<file path="src/rtl/dm_arbiter_pkg.sv">
// rtl/dm_arbiter_pkg.sv - shared encodings for the data-memory arbiter
// Purpose: store-type and FSM state encodings used by the arbiter and its helpers.
// Ports: none (package).
package dm_arbiter_pkg;

  // Store-type encoding shared with the pipeline and DM.
  typedef enum logic [1:0] {
    ST_SW  = 2'b00,
    ST_SH  = 2'b01,
    ST_SB  = 2'b10,
    ST_RSV = 2'b11
  } stype_e;

  typedef enum logic {
    S_IDLE   = 1'b0,
    S_ACCESS = 1'b1
  } state_e;

endpackage

</file>
<file path="src/rtl/dm_arbiter_if.sv">
// rtl/dm_arbiter_if.sv - requester and DM bus bundle for the arbiter
// Purpose: groups both requester ports and the DM port into one bundle.
// Ports (slave = arbiter view):
//   in : m_req, m_we, m_stype, m_addr, m_wdata, m_pc8 (per master), mem_rdata
//   out: m_gnt, m_ack, m_err, m_rdata, mem_write, mem_addr, mem_data,
//        mem_be, mem_stype, mem_pc8, mem_baddr
interface dm_arbiter_if #(
  parameter int MEM_AW = 12
) ();
  logic [1:0]        m_req;
  logic [1:0]        m_we;
  logic [1:0][1:0]   m_stype;
  logic [1:0][31:0]  m_addr;
  logic [1:0][31:0]  m_wdata;
  logic [1:0][31:0]  m_pc8;
  logic [1:0]        m_gnt;
  logic [1:0]        m_ack;
  logic [1:0]        m_err;
  logic [31:0]       m_rdata;
  logic              mem_write;
  logic [MEM_AW-1:0] mem_addr;
  logic [31:0]       mem_data;
  logic [3:0]        mem_be;
  logic [1:0]        mem_stype;
  logic [31:0]       mem_pc8;
  logic [31:0]       mem_baddr;
  logic [31:0]       mem_rdata;

  modport slave (
    input  m_req, m_we, m_stype, m_addr, m_wdata, m_pc8, mem_rdata,
    output m_gnt, m_ack, m_err, m_rdata, mem_write, mem_addr, mem_data,
           mem_be, mem_stype, mem_pc8, mem_baddr
  );

  modport master (
    output m_req, m_we, m_stype, m_addr, m_wdata, m_pc8, mem_rdata,
    input  m_gnt, m_ack, m_err, m_rdata, mem_write, mem_addr, mem_data,
           mem_be, mem_stype, mem_pc8, mem_baddr
  );
endinterface

</file>
<file path="src/rtl/dm_arbiter_be_gen.sv">
// rtl/dm_arbiter_be_gen.sv - byte-enable and alignment decode
// Purpose: maps store type and low address bits to DM byte enables and flags
//          misaligned or reserved store types.
// Ports: stype_i (2), addr_lo_i (2) -> be_o (4), misalign_o (1).
module dm_arbiter_be_gen
  import dm_arbiter_pkg::*;
(
  input  logic [1:0] stype_i,
  input  logic [1:0] addr_lo_i,
  output logic [3:0] be_o,
  output logic       misalign_o
);

  always_comb begin
    be_o       = 4'b0000;
    misalign_o = 1'b0;
    case (stype_i)
      ST_SW: begin
        be_o       = 4'b1111;
        misalign_o = |addr_lo_i;
      end
      ST_SH: begin
        be_o       = addr_lo_i[1] ? 4'b1100 : 4'b0011;
        misalign_o = addr_lo_i[0];
      end
      ST_SB: begin
        be_o = 4'b0001 << addr_lo_i;
      end
      default: begin
        // Reserved encoding is always rejected.
        misalign_o = 1'b1;
      end
    endcase
  end

endmodule

</file>
<file path="src/rtl/dm_arbiter.sv">
// rtl/dm_arbiter.sv - two-master round-robin arbiter and DM access sequencer
// Purpose: shares one DM port between the memory stage (master 0) and the
//          debug/DMA bridge (master 1); grants, captures, drives DM for one
//          cycle, then acknowledges with the read word or an error.
// Ports: clk, reset (sync, active-low), bus (dm_arbiter_if.slave).
module dm_arbiter
  import dm_arbiter_pkg::*;
#(
  parameter int MEM_AW = 12
) (
  input  logic         clk,
  input  logic         reset,
  dm_arbiter_if.slave  bus
);

  state_e      state_q, state_d;
  logic        rr_q, rr_d;
  logic        we_q, id_q, err_q;
  logic [1:0]  stype_q;
  logic [31:0] addr_q, wdata_q, pc8_q;
  logic [3:0]  be_q;
  logic [1:0]  ack_q, err_o_q;
  logic [31:0] rdata_q;

  logic        winner;
  logic        grant;
  logic        in_access;
  logic [3:0]  be_w;
  logic        misalign_w;
  logic        range_err_w;

  // Under contention the pointer decides; otherwise the lone requester wins.
  always_comb begin
    winner = bus.m_req[1];
    if (bus.m_req == 2'b11) begin
      winner = rr_q;
    end
  end

  assign grant     = (state_q == S_IDLE) & reset & (|bus.m_req);
  assign in_access = (state_q == S_ACCESS);

  dm_arbiter_be_gen u_be_gen (
    .stype_i    (bus.m_stype[winner]),
    .addr_lo_i  (bus.m_addr[winner][1:0]),
    .be_o       (be_w),
    .misalign_o (misalign_w)
  );

  // Any address bit above the DM word range makes the access out of range.
  assign range_err_w = |bus.m_addr[winner][31:MEM_AW+2];

  always_comb begin
    state_d = state_q;
    rr_d    = rr_q;
    case (state_q)
      S_IDLE: begin
        if (grant) begin
          state_d = S_ACCESS;
          rr_d    = ~winner;
        end
      end
      S_ACCESS: begin
        state_d = S_IDLE;
      end
      default: begin
        state_d = S_IDLE;
      end
    endcase
  end

  always_ff @(posedge clk) begin
    if (!reset) begin
      state_q <= S_IDLE;
      rr_q    <= 1'b0;
    end else begin
      state_q <= state_d;
      rr_q    <= rr_d;
    end
  end

  always_ff @(posedge clk) begin
    if (!reset) begin
      we_q    <= 1'b0;
      id_q    <= 1'b0;
      err_q   <= 1'b0;
      stype_q <= 2'b00;
      addr_q  <= '0;
      wdata_q <= '0;
      pc8_q   <= '0;
      be_q    <= 4'b0000;
      ack_q   <= 2'b00;
      err_o_q <= 2'b00;
      rdata_q <= '0;
    end else begin
      ack_q   <= 2'b00;
      err_o_q <= 2'b00;
      if (grant) begin
        we_q    <= bus.m_we[winner];
        id_q    <= winner;
        err_q   <= misalign_w | range_err_w;
        stype_q <= bus.m_stype[winner];
        addr_q  <= bus.m_addr[winner];
        wdata_q <= bus.m_wdata[winner];
        pc8_q   <= bus.m_pc8[winner];
        be_q    <= be_w;
      end
      if (in_access) begin
        // Rejected accesses return zero rather than whatever DM presents.
        rdata_q        <= err_q ? 32'h0 : bus.mem_rdata;
        ack_q[id_q]    <= 1'b1;
        err_o_q[id_q]  <= err_q;
      end
    end
  end

  assign bus.m_gnt     = grant ? (winner ? 2'b10 : 2'b01) : 2'b00;
  assign bus.m_ack     = ack_q;
  assign bus.m_err     = err_o_q;
  assign bus.m_rdata   = rdata_q;
  // Gating with reset kills the write in the same cycle reset is asserted.
  assign bus.mem_write = in_access & we_q & ~err_q & reset;
  assign bus.mem_addr  = addr_q[MEM_AW+1:2];
  assign bus.mem_data  = wdata_q;
  assign bus.mem_be    = in_access ? be_q : 4'b0000;
  assign bus.mem_stype = stype_q;
  assign bus.mem_pc8   = pc8_q;
  assign bus.mem_baddr = addr_q;

endmodule

</file>
<file path="src/flat_wrapper.sv">
// flat-port wrapper written by rule: the top's interface ports become plain ports
module dm_arbiter_flat import dm_arbiter_pkg::*;
#(
  parameter int MEM_AW = 12
)
  (clk, reset, bus_m_req, bus_m_we, bus_m_stype, bus_m_addr, bus_m_wdata, bus_m_pc8, bus_mem_rdata, bus_m_gnt, bus_m_ack, bus_m_err, bus_m_rdata, bus_mem_write, bus_mem_addr, bus_mem_data, bus_mem_be, bus_mem_stype, bus_mem_pc8, bus_mem_baddr);
  dm_arbiter_if #(.MEM_AW(MEM_AW)) bus_i ();
  input  logic clk;
  input  logic reset;
  input wire logic [$bits(bus_i.m_req)-1:0] bus_m_req;
  input wire logic [$bits(bus_i.m_we)-1:0] bus_m_we;
  input wire logic [$bits(bus_i.m_stype)-1:0] bus_m_stype;
  input wire logic [$bits(bus_i.m_addr)-1:0] bus_m_addr;
  input wire logic [$bits(bus_i.m_wdata)-1:0] bus_m_wdata;
  input wire logic [$bits(bus_i.m_pc8)-1:0] bus_m_pc8;
  input wire logic [$bits(bus_i.mem_rdata)-1:0] bus_mem_rdata;
  output wire logic [$bits(bus_i.m_gnt)-1:0] bus_m_gnt;
  output wire logic [$bits(bus_i.m_ack)-1:0] bus_m_ack;
  output wire logic [$bits(bus_i.m_err)-1:0] bus_m_err;
  output wire logic [$bits(bus_i.m_rdata)-1:0] bus_m_rdata;
  output wire logic [$bits(bus_i.mem_write)-1:0] bus_mem_write;
  output wire logic [$bits(bus_i.mem_addr)-1:0] bus_mem_addr;
  output wire logic [$bits(bus_i.mem_data)-1:0] bus_mem_data;
  output wire logic [$bits(bus_i.mem_be)-1:0] bus_mem_be;
  output wire logic [$bits(bus_i.mem_stype)-1:0] bus_mem_stype;
  output wire logic [$bits(bus_i.mem_pc8)-1:0] bus_mem_pc8;
  output wire logic [$bits(bus_i.mem_baddr)-1:0] bus_mem_baddr;
  assign bus_i.m_req = bus_m_req;
  assign bus_i.m_we = bus_m_we;
  assign bus_i.m_stype = bus_m_stype;
  assign bus_i.m_addr = bus_m_addr;
  assign bus_i.m_wdata = bus_m_wdata;
  assign bus_i.m_pc8 = bus_m_pc8;
  assign bus_i.mem_rdata = bus_mem_rdata;
  assign bus_m_gnt = bus_i.m_gnt;
  assign bus_m_ack = bus_i.m_ack;
  assign bus_m_err = bus_i.m_err;
  assign bus_m_rdata = bus_i.m_rdata;
  assign bus_mem_write = bus_i.mem_write;
  assign bus_mem_addr = bus_i.mem_addr;
  assign bus_mem_data = bus_i.mem_data;
  assign bus_mem_be = bus_i.mem_be;
  assign bus_mem_stype = bus_i.mem_stype;
  assign bus_mem_pc8 = bus_i.mem_pc8;
  assign bus_mem_baddr = bus_i.mem_baddr;
  dm_arbiter #(.MEM_AW(MEM_AW)) u_core (.clk(clk), .reset(reset), .bus(bus_i));
endmodule
</file>
<file path="config.mk">
export PLATFORM = sky130hd
export DESIGN_NAME = dm_arbiter_flat
export DESIGN_NICKNAME = d
export VERILOG_FILES = /design/src/rtl/dm_arbiter_pkg.sv /design/src/rtl/dm_arbiter_if.sv /design/src/rtl/dm_arbiter_be_gen.sv /design/src/rtl/dm_arbiter.sv /design/src/flat_wrapper.sv
export SDC_FILE = /design/constraint.sdc
export NUM_CORES = 1
export LEC_CHECK = 0
export CELL_PAD_IN_SITES_DETAIL_PLACEMENT = 0
export CELL_PAD_IN_SITES_GLOBAL_PLACEMENT = 2
export CORE_MARGIN = 2
export CORE_UTILIZATION = 18
export DETAILED_ROUTE_END_ITERATION = 7
export PLACE_DENSITY = 0.78
export SKIP_CTS_REPAIR_TIMING = 1
export SYNTH_ARGS = -nofsm -noshare
export SYNTH_HDL_FRONTEND = slang
export SYNTH_HIERARCHICAL = 1
export SYNTH_SLANG_ARGS = --single-unit
</file>
<file path="constraint.sdc">
create_clock -name clk -period 2.4 [get_ports clk]
set_clock_uncertainty 0.1 [all_clocks]
set_input_delay 0.72 -clock clk [delete_from_list [all_inputs] [get_ports clk]]
set_output_delay 0.72 -clock clk [all_outputs]
set_load 0.05 [all_outputs]
</file>
Yosys cells after proc, flatten, opt, wreduce, memory -nomap -nowiden
Index checks and enable logic that the tools add are counted.
{"block": "totals", "mem_count": 0, "mem_bits_ro": 0, "latch_bits": 0, "ram_bits": 0, "inputBits": 234, "word_cells": 59, "reg_bits": 143}
{"block": "classes", "n_div": 0, "add_sub_neg": 0, "reduce_logical": 7, "n_bitwise": 10, "n_eq_ne": 3, "n_mux": 22, "n_mul": 0, "magnitude_cmp": 3, "shifts": 1}
{"op": "$mux 32", "count": 7}
{"op": "$reduce_or 18->1", "count": 1}
{"op": "$pmux 4 s3", "count": 1}
{"op": "$mux 2", "count": 4}
{"op": "$mux 4", "count": 2}
{"op": "$and 1x1->1", "count": 5}
{"op": "$mux 1", "count": 5}
{"op": "$eq 2x2->1 const B", "count": 2}
{"op": "$lt 1x2->1 const B", "count": 2}
{"op": "$reduce_and 2->1", "count": 2}
{"op": "$reduce_or 2->1", "count": 2}
{"op": "$shl 1x2->4 const A", "count": 1}
{"op": "$not 1->1", "count": 3}
{"op": "$pmux 1 s3", "count": 1}
{"op": "$and 2x2->2", "count": 1}
{"op": "$eq 2x1->1 const B", "count": 1}
{"op": "$logic_not 2->1", "count": 1}
{"op": "$pmux 1 s2", "count": 1}
{"op": "$demux 1 s1", "count": 1}
{"op": "$ge 1x1->1 const B", "count": 1}
{"op": "$logic_and 1x1->1", "count": 1}
{"op": "$or 1x1->1", "count": 1}

Logic depth before layout (Yosys ltp)
Gate-level depths: netlist of run 1.
{"block": "logic_depth", "depth_word": 7, "mapped_depth": 11, "depth_no_buf": 9}

Cells and area by module
Netlist of run 1, hierarchy kept.
{"mod": "dm_arbiter", "seq_area_each_um2": 2862.7, "area_each_um2": 6289.8, "cells_per_inst": 686, "instances": 1}
{"mod": "dm_arbiter_be_gen", "seq_area_each_um2": 0.0, "area_each_um2": 86.3, "cells_per_inst": 13, "instances": 1}

Least setup slack after synthesis of run 1
No wires, ideal clock.
{"block": "synth_timing", "path_type": "in2out", "startpoint": "input port bus_m_req[0]", "endpoint": "output port bus_m_gnt[1]", "arrival_time_ns": 1.967, "t_required_ns": 1.580, "cell_stages": 6, "path_slack_ns": -0.387, "cell_sequence": "nand2b_1 -> buf_2 -> nand2_2 -> buf_4 -> buf_2 -> nor2_1"}
{"block": "synth_via", "elab_chain_len": 4, "word_cells_on_any_way": 6, "cone_classes": "1 x eq/ne; 3 x mux; 1 x bitwise; 1 x reduce/logical"}
{"element": "start, declared", "line_no": "flat_wrapper.sv:10", "rtl": "input wire logic [$bits(bus_i.m_req)-1:0] bus_m_req;"}
{"element": "$eq 2x2->1", "line_no": "dm_arbiter.sv:35", "rtl": "if (bus.m_req == 2'b11) begin"}
{"element": "$mux 1", "line_no": "dm_arbiter.sv:35"}
{"element": "$mux 2", "line_no": "dm_arbiter.sv:117", "rtl": "assign bus.m_gnt = grant ? (winner ? 2'b10 : 2'b01) : 2'b00;"}
{"element": "$mux 2 (*)", "line_no": "dm_arbiter.sv:117"}
{"element": "end, declared", "line_no": "flat_wrapper.sv:17", "rtl": "output wire logic [$bits(bus_i.m_gnt)-1:0] bus_m_gnt;"}
Mark *: on every way between the ends. The rest lies on a longest branch, timed or not.

Worst setup path in the final report of run 1
{"block": "layout_timing", "startpoint": "input port bus_m_req[1]", "endpoint": "output port bus_m_gnt[0]"}
Same word-level chain as after synthesis.

==> results.txt, run 1 <==
Net switching is 34.01% of the power. The post-route core utilization is 34.15%. Walking the worst path, the cells encountered are buf_4, buf_4, nand2_1, and3_2, buf_12. The synthesized design spends more area on one cell type than any other, namely sky130_fd_sc_hd__dfxtp_1.

The internal power component came out at 5026 µW. The kind of start point of the critical path is an input pin. The share of layout cells above drive strength 1 came out at 17.28%. The flow ran to the end, and the final reports show no timing, DRC or antenna violations. The initial antenna violation count came out at 0. The cell type with the highest occurrence count on the critical path is sky130_fd_sc_hd__buf_4. The wire length of the first global-routing pass came out at 39630 µm. Setup repair after global routing left no endpoint under its margin.

For this configuration, the core starts out at a cell density of 18.37%. The synthesized netlist contains 33 unique library cells. After layout, the worst path uses 96.32% of the clock period. The fraction of power consumed by combinational cells came out at 30.6%. The buffer levels on the longest clock path came out at 2. In this run the tightest slew margin relative to its limit is 46.62%. The time the worst path needs with I/O delays and setup came out at 2.312 ns.

The total buffers and inverters traversed by the critical path is 3. The most frequently used flop master after synthesis is sky130_fd_sc_hd__dfxtp_1. The post-synthesis instance total is 699. In this run, the number of DRC markers left after iteration 0 of detailed routing was 228. The synthesized netlist occupies a cell area of 6376 µm². The max-slew violation count came out at 0. The number of sinks driven by the clock tree came out at 143.

The chip height came out at 192.2 µm. The biggest fanout along the worst timing path came out at 3. After the last flow step, the layout net total stands at 1315. The net count of the mapped netlist came out at 933.

The number of buffers inserted during clock tree synthesis came out at 17. The share of total power dissipated in the clock network is 34.4%. The final hold violation count came out at 0. The area of placed instances is 10980 µm². The async set-reset flop share out of synthesis came out at 0%.

The maximum clock frequency is 432.6 MHz. STA puts the critical path data required time at 1.58 ns. The worst reg-to-reg path cell count came out at 9. In this run the critical register-to-register path is launched from u_core/rr_q$_SDFFE_PN0P_. The buffer type at the clock tree root is sky130_fd_sc_hd__clkbuf_16. The H-tree level count is 4. STA classifies the critical path endpoint as a primary output.

The fraction of power consumed by sequential logic is 35.0%. The family with the most delay on the worst path is buffers and inverters. The area growth from synthesis to layout is 85.93%.

In this run the power spent charging and discharging nets is 2590 µW. The overall via count from detail_route came out at 6760. The x dimension of the die came out at 192.2 µm. The final design instance area without fill came out at 11860 µm².

The cell area power density is 642.4 nW/µm². Using the TritonRoute via totals, the vias-per-cell ratio works out to 4.364. Global routing finished with a remaining overflow of 0.

The Yosys step of the flow raised 6 warnings. The path class of the tightest hold or removal check is reg -> reg. The first-pass iteration count of the detailed router came out at 4. The post-synthesis register bit count came out at 143. The combined global-route utilization of all metal layers is 14.13%. The sequential-to-total area share from yosys stat is 44.90%. The critical path class is in -> out. Setup violations remaining at the end of the flow were counted as 0. The clock network latency to the later pin of the worst-skew pair is 0.43 ns. The placement row count is 68. The static power due to leakage is 0.006342 µW.

After detailed routing, the number of remaining DRC violations is 0. TritonCTS built the clock tree. The hold path endpoint is u_core/be_q[2]$_SDFFE_PN0P_. The number of diodes added for antenna fixing is 0. Summed over all layers, the routed wires come to 27270 µm.

The arrival time reported for the critical path endpoint came out at 1.49 ns. The count of buffers added on input and output ports is 386. At the end of routability-driven placement, the weighted congestion stood at 0.8144. The share of Yosys cell area claimed by the top area cell type is 44.90%. The floorplan step defined a core boundary enclosing 34710 µm². For this design, the slowest cell found on the critical path is sky130_fd_sc_hd__and3_2. The post-CTS clock slew at the launch and capture registers of the worst setup and hold paths is 0.06 ns. The maximum ir drop on the vdd rail came out at 0.0004819 V.

The post-detailed-route count of antenna-violating nets is 0. The number of top-level pins came out at 387. The setup slack of the most critical reg-to-reg path is 0.37 ns. Once detailed placement completed, the half-perimeter wirelength came to 20300 µm. The startpoint identified for the worst hold timing path is u_core/be_q[2]$_SDFFE_PN0P_. After synthesis, the cell types taking the most area are sky130_fd_sc_hd__dfxtp_1 (45%), sky130_fd_sc_hd__a311oi_2 (12%), sky130_fd_sc_hd__nand3_1 (7.8%), sky130_fd_sc_hd__nand2_1 (5.2%), sky130_fd_sc_hd__nor2_1 (4.9%).

Across the run, the number of max-cap violations was 0. The worst hold path depth came out at 2. Counting flops with a built-in enable in the synthesized netlist gives 0. On the worst path, the slowest cell contributes a delay of 0.25 ns.

After detailed routing, the average wire length per cell comes to 17.60 µm. Dividing the synthesized area by the synthesized cell count gives 9.122 µm². The pin count of the biggest net entering global routing came out at 60. The area enclosed by the die boundary came out at 36940 µm². The number of global-route vias before repair came to 6821. The endpoint of the worst register-to-register path is u_core/err_q$_SDFFE_PN0P_.

The transition time at the pin with the least slew margin came out at 0.8006 ns.
-- state kept, by name (all words and copies together) (netlist names) --
register              cells
u_core/id_q               1
u_core/bus.m_err          2
u_core/bus.mem_stype      2
u_core/rr_q               1
u_core/bus.mem_pc8       32
u_core/we_q               1
u_core/in_access          1
u_core/bus.m_ack          2
u_core/bus.mem_baddr     32
u_core/err_q              1
u_core/bus.mem_data      32
u_core/bus.m_rdata       32
u_core/be_q               4
-- cell usage in the layout, fill, tap and decap left out, types with 4 or more instances in the layout --
cell type                           n
sky130_fd_sc_hd__a311oi_1          27
sky130_fd_sc_hd__dfxtp_1          142
sky130_fd_sc_hd__a311oi_2          50
sky130_fd_sc_hd__nand2b_1           5
sky130_fd_sc_hd__a21o_1             5
sky130_fd_sc_hd__clkdlybuf4s50_1  230
sky130_fd_sc_hd__nor4_1             9
sky130_fd_sc_hd__nor2_1            82
sky130_fd_sc_hd__buf_4             75
sky130_fd_sc_hd__nand3_1          100
sky130_fd_sc_hd__clkinvlp_4         4
sky130_fd_sc_hd__o21ai_0           18
sky130_fd_sc_hd__a22o_1            32
sky130_fd_sc_hd__nand2_1           88
sky130_fd_sc_hd__clkbuf_16         17
sky130_fd_sc_hd__dlymetal6s2s_1   122
sky130_fd_sc_hd__and2_1             6
sky130_fd_sc_hd__buf_12            17
sky130_fd_sc_hd__mux2i_1           18
sky130_fd_sc_hd__and3_1             6
-- worst max path at each step --
stage | endpoint | start | depth (start not counted)
3_5_place_dp | u_core/err_q$_SDFFE_PN0P_ | bus_m_req[0] | 10
4_1_cts | bus_m_gnt[0] | reset | 4
5_1_grt | bus_m_gnt[1] | u_core/rr_q$_SDFFE_PN0P_ | 5
6_report | bus_m_gnt[0] | bus_m_req[1] | 5
3_3_place_gp | u_core/err_q$_SDFFE_PN0P_ | bus_m_req[0] | 10
2_1_floorplan | u_core/err_q$_SDFFE_PN0P_ | bus_m_req[0] | 11
-- synth_stat cells, types with 4 or more instances --
library cell / instances
sky130_fd_sc_hd__dfxtp_1: 143
sky130_fd_sc_hd__buf_2: 23
sky130_fd_sc_hd__a21o_1: 5
sky130_fd_sc_hd__nand3_1: 100
sky130_fd_sc_hd__and2_1: 7
sky130_fd_sc_hd__nand2_1: 88
sky130_fd_sc_hd__mux2_2: 4
sky130_fd_sc_hd__and3_1: 7
sky130_fd_sc_hd__o21ai_0: 18
sky130_fd_sc_hd__buf_4: 24
sky130_fd_sc_hd__a311oi_2: 50
sky130_fd_sc_hd__nand2b_1: 6
sky130_fd_sc_hd__a311oi_1: 27
sky130_fd_sc_hd__nor2_1: 84
sky130_fd_sc_hd__clkbuf_1: 33
sky130_fd_sc_hd__mux2i_1: 18
sky130_fd_sc_hd__nor4_1: 9
sky130_fd_sc_hd__a22o_1: 32
-- metrics by stage --
| step | setup WS, ns | instances | TNS, ns | hold WS [ns] | power, µW |
|---|---|---|---|---|---|
| 6_report | 0.08836 | 1549 | 0 | 0.3485 | 7615 |
| 5_1_grt | 0.02679 | 1549 | 0 | 0.3701 | 7978 |
| 4_1_cts | -0.3213 | 1549 | -6.768 | 0.3515 | 7770 |
| 3_5_place_dp | -0.4739 | 1517 | -27.48 | 0.3415 | 5086 |
| 3_3_place_gp | -0.4230 | 1517 | -24.16 | 0.3422 | 5074 |
| 2_1_floorplan | 0.008787 | 699 | 0 | 0.3141 | 4036 |
-- worst reg2reg max path, cell delays in order (launching register included) --
cell	delay, ns
sky130_fd_sc_hd__dfxtp_1	0.33
sky130_fd_sc_hd__nand2b_4	0.16
sky130_fd_sc_hd__nand2_4	0.11
sky130_fd_sc_hd__mux2_2	0.36
sky130_fd_sc_hd__nand2b_1	0.16
sky130_fd_sc_hd__a21oi_2	0.16
sky130_fd_sc_hd__nor3_1	0.06
sky130_fd_sc_hd__and3_1	0.17
sky130_fd_sc_hd__and4_1	0.20
sky130_fd_sc_hd__nor3_1	0.15
-- power by group through the flow --
stage               combinational (µW)  clock, µW  sequential [µW]
global route                      2460       2820             2690
finish                            2330       2620             2670
floorplan                          721          0             3320
CTS                               2360       2730             2680
detailed placement                2360          0             2730
global placement                  2350          0             2720
-- routing by layer --
metal	GRT usage, %	vias to the layer above	wire length (µm)	share of wire (%)
met1	16.34	3193	11310	41
met5	0	-	0	0
met3	5.445	14	2370	8.7
met4	3.670	0	242	0.89
li1	-	3303	-	-
met2	24.31	250	13340	49
-- cell type report --
cell class	instances	area (µm²)
Inverter	2	15.01
Sequential cell	143	2864
Clock buffer	20	456.7
Clock inverter	12	110.1
Tap cell	455	569.3
Timing Repair Buffer	444	4732
Fill cell	3614	22860
Multi-Input combinational cell	473	3108
-- cell families after synthesis --
logic type	after synthesis	synth area share, %
AND/OR/NAND/NOR	309	21.61
flip-flops	143	44.90
AO/OA/AOI/OAI	142	23.10
buffers and inverters	83	6.868
multiplexers	22	3.532
(Power assumes the default switching activity.)
==> inputs of run 2 (changes only) <==
--- a/config.mk
+++ b/config.mk
@@ -7,6 +7,7 @@
 export LEC_CHECK = 0
 export CELL_PAD_IN_SITES_DETAIL_PLACEMENT = 0
 export CELL_PAD_IN_SITES_GLOBAL_PLACEMENT = 2
+export CORE_ASPECT_RATIO = 1.1
 export CORE_MARGIN = 2
 export CORE_UTILIZATION = 18
 export DETAILED_ROUTE_END_ITERATION = 7
==> run 2 against run 1 <==
  * First-iteration DRC count shrank 5.3%
  * Sequential share of layout area grew 0.36 points
  * Global-route usage is essentially flat
  * Critical path type unchanged
  * Via count shrank 1.6%
  * Critical endpoint unchanged
  * Worst setup slack gained 0.023 ns
  * Clock power grew 7.6%
  * Total power grew 1.9%
  * Critical path depth is the same
  * Wire length shrank 2.1%
  * Worst hold slack gained 0.0060 ns
  * Clock-buffer cell count shrank 2
==> results.txt, run 2 (synthesis gave the netlist of run 1 again) <==
The area used by multi-input combinational logic came out at 3108 µm² (unchanged). The placeable core area is 35040 µm² (was 34710 µm²). The final hold violation count came to 0 (unchanged). The initial detailed-routing violation count is 216 (was 228).

The number of buffers inserted during clock tree synthesis came out at 17 (unchanged). The maximum ir drop on the vdd rail is 0.0004474 V (was 0.0004819 V). The cell type with the highest occurrence count on the critical path is sky130_fd_sc_hd__buf_4 (unchanged). The transition time at the pin with the least slew margin came to 1.010 ns (was 0.8006 ns). The via count normalized by instance count came to 4.351 (was 4.364). Most frequent cells in the layout: sky130_fd_sc_hd__clkdlybuf4s50_1 (230), sky130_fd_sc_hd__dfxtp_1 (142), sky130_fd_sc_hd__dlymetal6s2s_1 (116), sky130_fd_sc_hd__nand3_1 (100), sky130_fd_sc_hd__nand2_1 (88) (was sky130_fd_sc_hd__clkdlybuf4s50_1 (230), sky130_fd_sc_hd__dfxtp_1 (142), sky130_fd_sc_hd__dlymetal6s2s_1 (122), sky130_fd_sc_hd__nand3_1 (100), sky130_fd_sc_hd__nand2_1 (88)).

The class of the tightest hold or removal check is reg -> reg (unchanged). The arrival time reported for the critical path endpoint is 1.47 ns (was 1.49 ns). RSZ-0062 raised after global routing: false (unchanged). The buffer levels on the longest clock path is 2 (unchanged). The starting utilization of the core area came out at 18.19% (was 18.37%). The number of remaining DRC errors is 0 (unchanged).

Status: completed (unchanged). The non-filler instance count after layout came out at 1529 (was 1549). The net total in the final layout is 1305 (was 1315). The number of maximum-capacitance constraint violations came to 0 (unchanged). The final routed wire length divided by cell count is 17.46 µm (was 17.60 µm). The x dimension of the die is 183.5 µm (was 192.2 µm). The final cycle utilization of the critical path is 95.38% (was 96.32%). The register cell area after layout came to 2864 µm² (unchanged).

The fraction of power consumed by sequential logic came out at 34.4% (was 35.0%). The share of layout cells above drive strength 1 came out at 17.07% (was 17.28%). The biggest fanout along the worst timing path came out at 3 (unchanged).

The final weighted congestion in routability-driven placement was 0.7428 (was 0.8144). The final wirelength is 26700 µm (was 27270 µm). The cell with the largest stage delay on the worst path is sky130_fd_sc_hd__and3_2 (unchanged). The area enclosed by the die boundary is 36950 µm² (was 36940 µm²). The clock tree from TritonCTS is built (unchanged). The wire length of the first global-routing pass is 39920 µm (was 39630 µm). The leading cell type in the layout, fill and taps excluded was sky130_fd_sc_hd__clkdlybuf4s50_1 (unchanged). The fraction of power consumed by the clock network was 36.4% (was 34.4%).

The critical path class is in -> out (unchanged). The maximum clock frequency came out at 436.9 MHz (was 432.6 MHz). The cell area power density is 664.7 nW/µm² (was 642.4 nW/µm²). The number of cells in the design after placement is 1496 (was 1517). The remaining global-route overflow came to 0 (unchanged). The post-CTS clock slew at the launch and capture registers of the worst setup and hold paths came out at 0.07 ns (was 0.06 ns). The buffer type at the clock tree root is sky130_fd_sc_hd__clkbuf_16 (unchanged).

The initial antenna violation count was 1 (was 0). The worst path required time is 1.58 ns (about the same). The worst max-slew margin expressed relative to the limit was 32.67% (was 46.62%). The time the worst path needs with I/O delays and setup was 2.289 ns (was 2.312 ns). The count of buffers inserted at the top-level ports is 386 (unchanged).

The H-tree level count came to 4 (unchanged). The placement row count is 72 (was 68). The post-detailed-route count of antenna-violating nets is 0 (unchanged). The area growth from synthesis to layout came to 83.18% (was 85.93%).

The first-pass iteration count of the detailed router was 4 (unchanged). The max-slew violation count came out at 0 (unchanged). The placed wire-length estimate came out at 19240 µm (was 20300 µm). The worst slack at placement was -0.4762 ns (was -0.4739 ns). The number of top-level pins came out at 387 (unchanged). The number of filler cells placed in the layout is 3627 (was 3614). The number of sinks driven by the clock tree came out at 143 (unchanged). The fraction of power consumed by combinational cells is 29.3% (was 30.6%). The chip height is 201.4 µm (was 192.2 µm). The fraction of power spent switching nets is 33.60% (was 34.01%).

The number of global-route vias before repair is 6823 (was 6821). The post-route worst setup slack is 0.1110 ns (was 0.08836 ns). The worst stage delay on the critical path is 0.24 ns (was 0.25 ns). The overall via count from detail_route is 6652 (was 6760).

The endpoint kind of the worst setup timing path was a primary output (unchanged). The internal power component came to 5155 µW (was 5026 µW). The total net switching power came out at 2608 µW (was 2590 µW). The kind of start point of the critical path is an input pin (unchanged).

The pin count of the biggest net entering global routing was 79 (was 60). Critical-path cell list: buf_4, buf_4, nand2_1, and3_2, buf_12 (unchanged). The combined global-route utilization of all metal layers came out at 14.15% (was 14.13%).

The clock network latency to the later pin of the worst-skew pair came out at 0.44 ns (was 0.43 ns). The setup violation total in the final timing report came to 0 (unchanged). The static power due to leakage came out at 0.006201 µW (was 0.006342 µW).
## run 2: cell types whose count changed in the layout (fill, tap and decap cells not counted)
| cell | delta |
|---|---|
| sky130_fd_sc_hd__clkinv_2 | -3 |
| sky130_fd_sc_hd__buf_4 | +3 |
| sky130_fd_sc_hd__dlymetal6s2s_1 | -6 |
| sky130_fd_sc_hd__clkbuf_2 | +1 |
| sky130_fd_sc_hd__clkinv_4 | +1 |
| sky130_fd_sc_hd__inv_6 | +2 |
| sky130_fd_sc_hd__diode_2 | +1 |
| sky130_fd_sc_hd__buf_12 | -8 |
| sky130_fd_sc_hd__bufinv_16 | +2 |
| sky130_fd_sc_hd__clkbuf_8 | -2 |
## run 2: path summary, 6_finish.rpt
path                                             startpoint                     endpoint  slack [ns]  depth (start not counted)
worst max-delay path                           bus_m_req[1]                 bus_m_gnt[0]        0.11                          5
worst min-delay path            u_core/be_q[1]$_SDFFE_PN0P_  u_core/be_q[1]$_SDFFE_PN0P_        0.35                          2
worst max register to register     u_core/rr_q$_SDFFE_PN0P_    u_core/err_q$_SDFFE_PN0P_        0.39                          9
worst min register to register  u_core/be_q[1]$_SDFFE_PN0P_  u_core/be_q[1]$_SDFFE_PN0P_        0.35                          2
## run 2: per-layer routing
metal	GRT usage, %	wire length, µm	share of wire (%)	vias up
met1	16.29	11230	42	3105
met2	24.20	12910	48	233
met4	4.543	456	1.7	0
li1	-	-	-	3286
met5	0	0	0	-
met3	5.158	2097	7.9	28
## run 2: critical path, delay by kind of cell
kind	cells	cell delay (ns)
buffers and inverters	3	0.44
and+or+nand+nor	2	0.30
## run 2: cell type report
class | instances | share of cell area (%)
well taps | 444 | 4.756
inverters | 2 | 0.1285
clock buffers | 18 | 3.674
flip-flops and latches | 143 | 24.52
clock inverters | 14 | 1.553
multi-input cells | 473 | 26.61
repair buffers | 434 | 38.74
diodes | 1 | 0.02142
## run 2: power groups by stage
stage / registers, µW / logic, µW / clock network [µW]
floorplan: 3320 / 721 / 0
global placement: 2720 / 2300 / 0
detailed placement: 2730 / 2310 / 0
CTS: 2680 / 2310 / 2950
global route: 2690 / 2410 / 3040
finish: 2670 / 2270 / 2820
## run 2: through the flow
step	utilization [%]	area (µm²)	setup TNS (ns)	total power, µW	hold slack (ns)
2_1_floorplan	-	6400	0	4036	0.3141
3_3_place_gp	30.76	10780	-29.68	5023	0.3446
3_5_place_dp	30.76	10780	-31.00	5035	0.3500
4_1_cts	32.50	11390	-6.727	7943	0.3602
5_1_grt	33.33	11680	0	8148	0.3748
6_report	33.33	11680	0	7763	0.3545
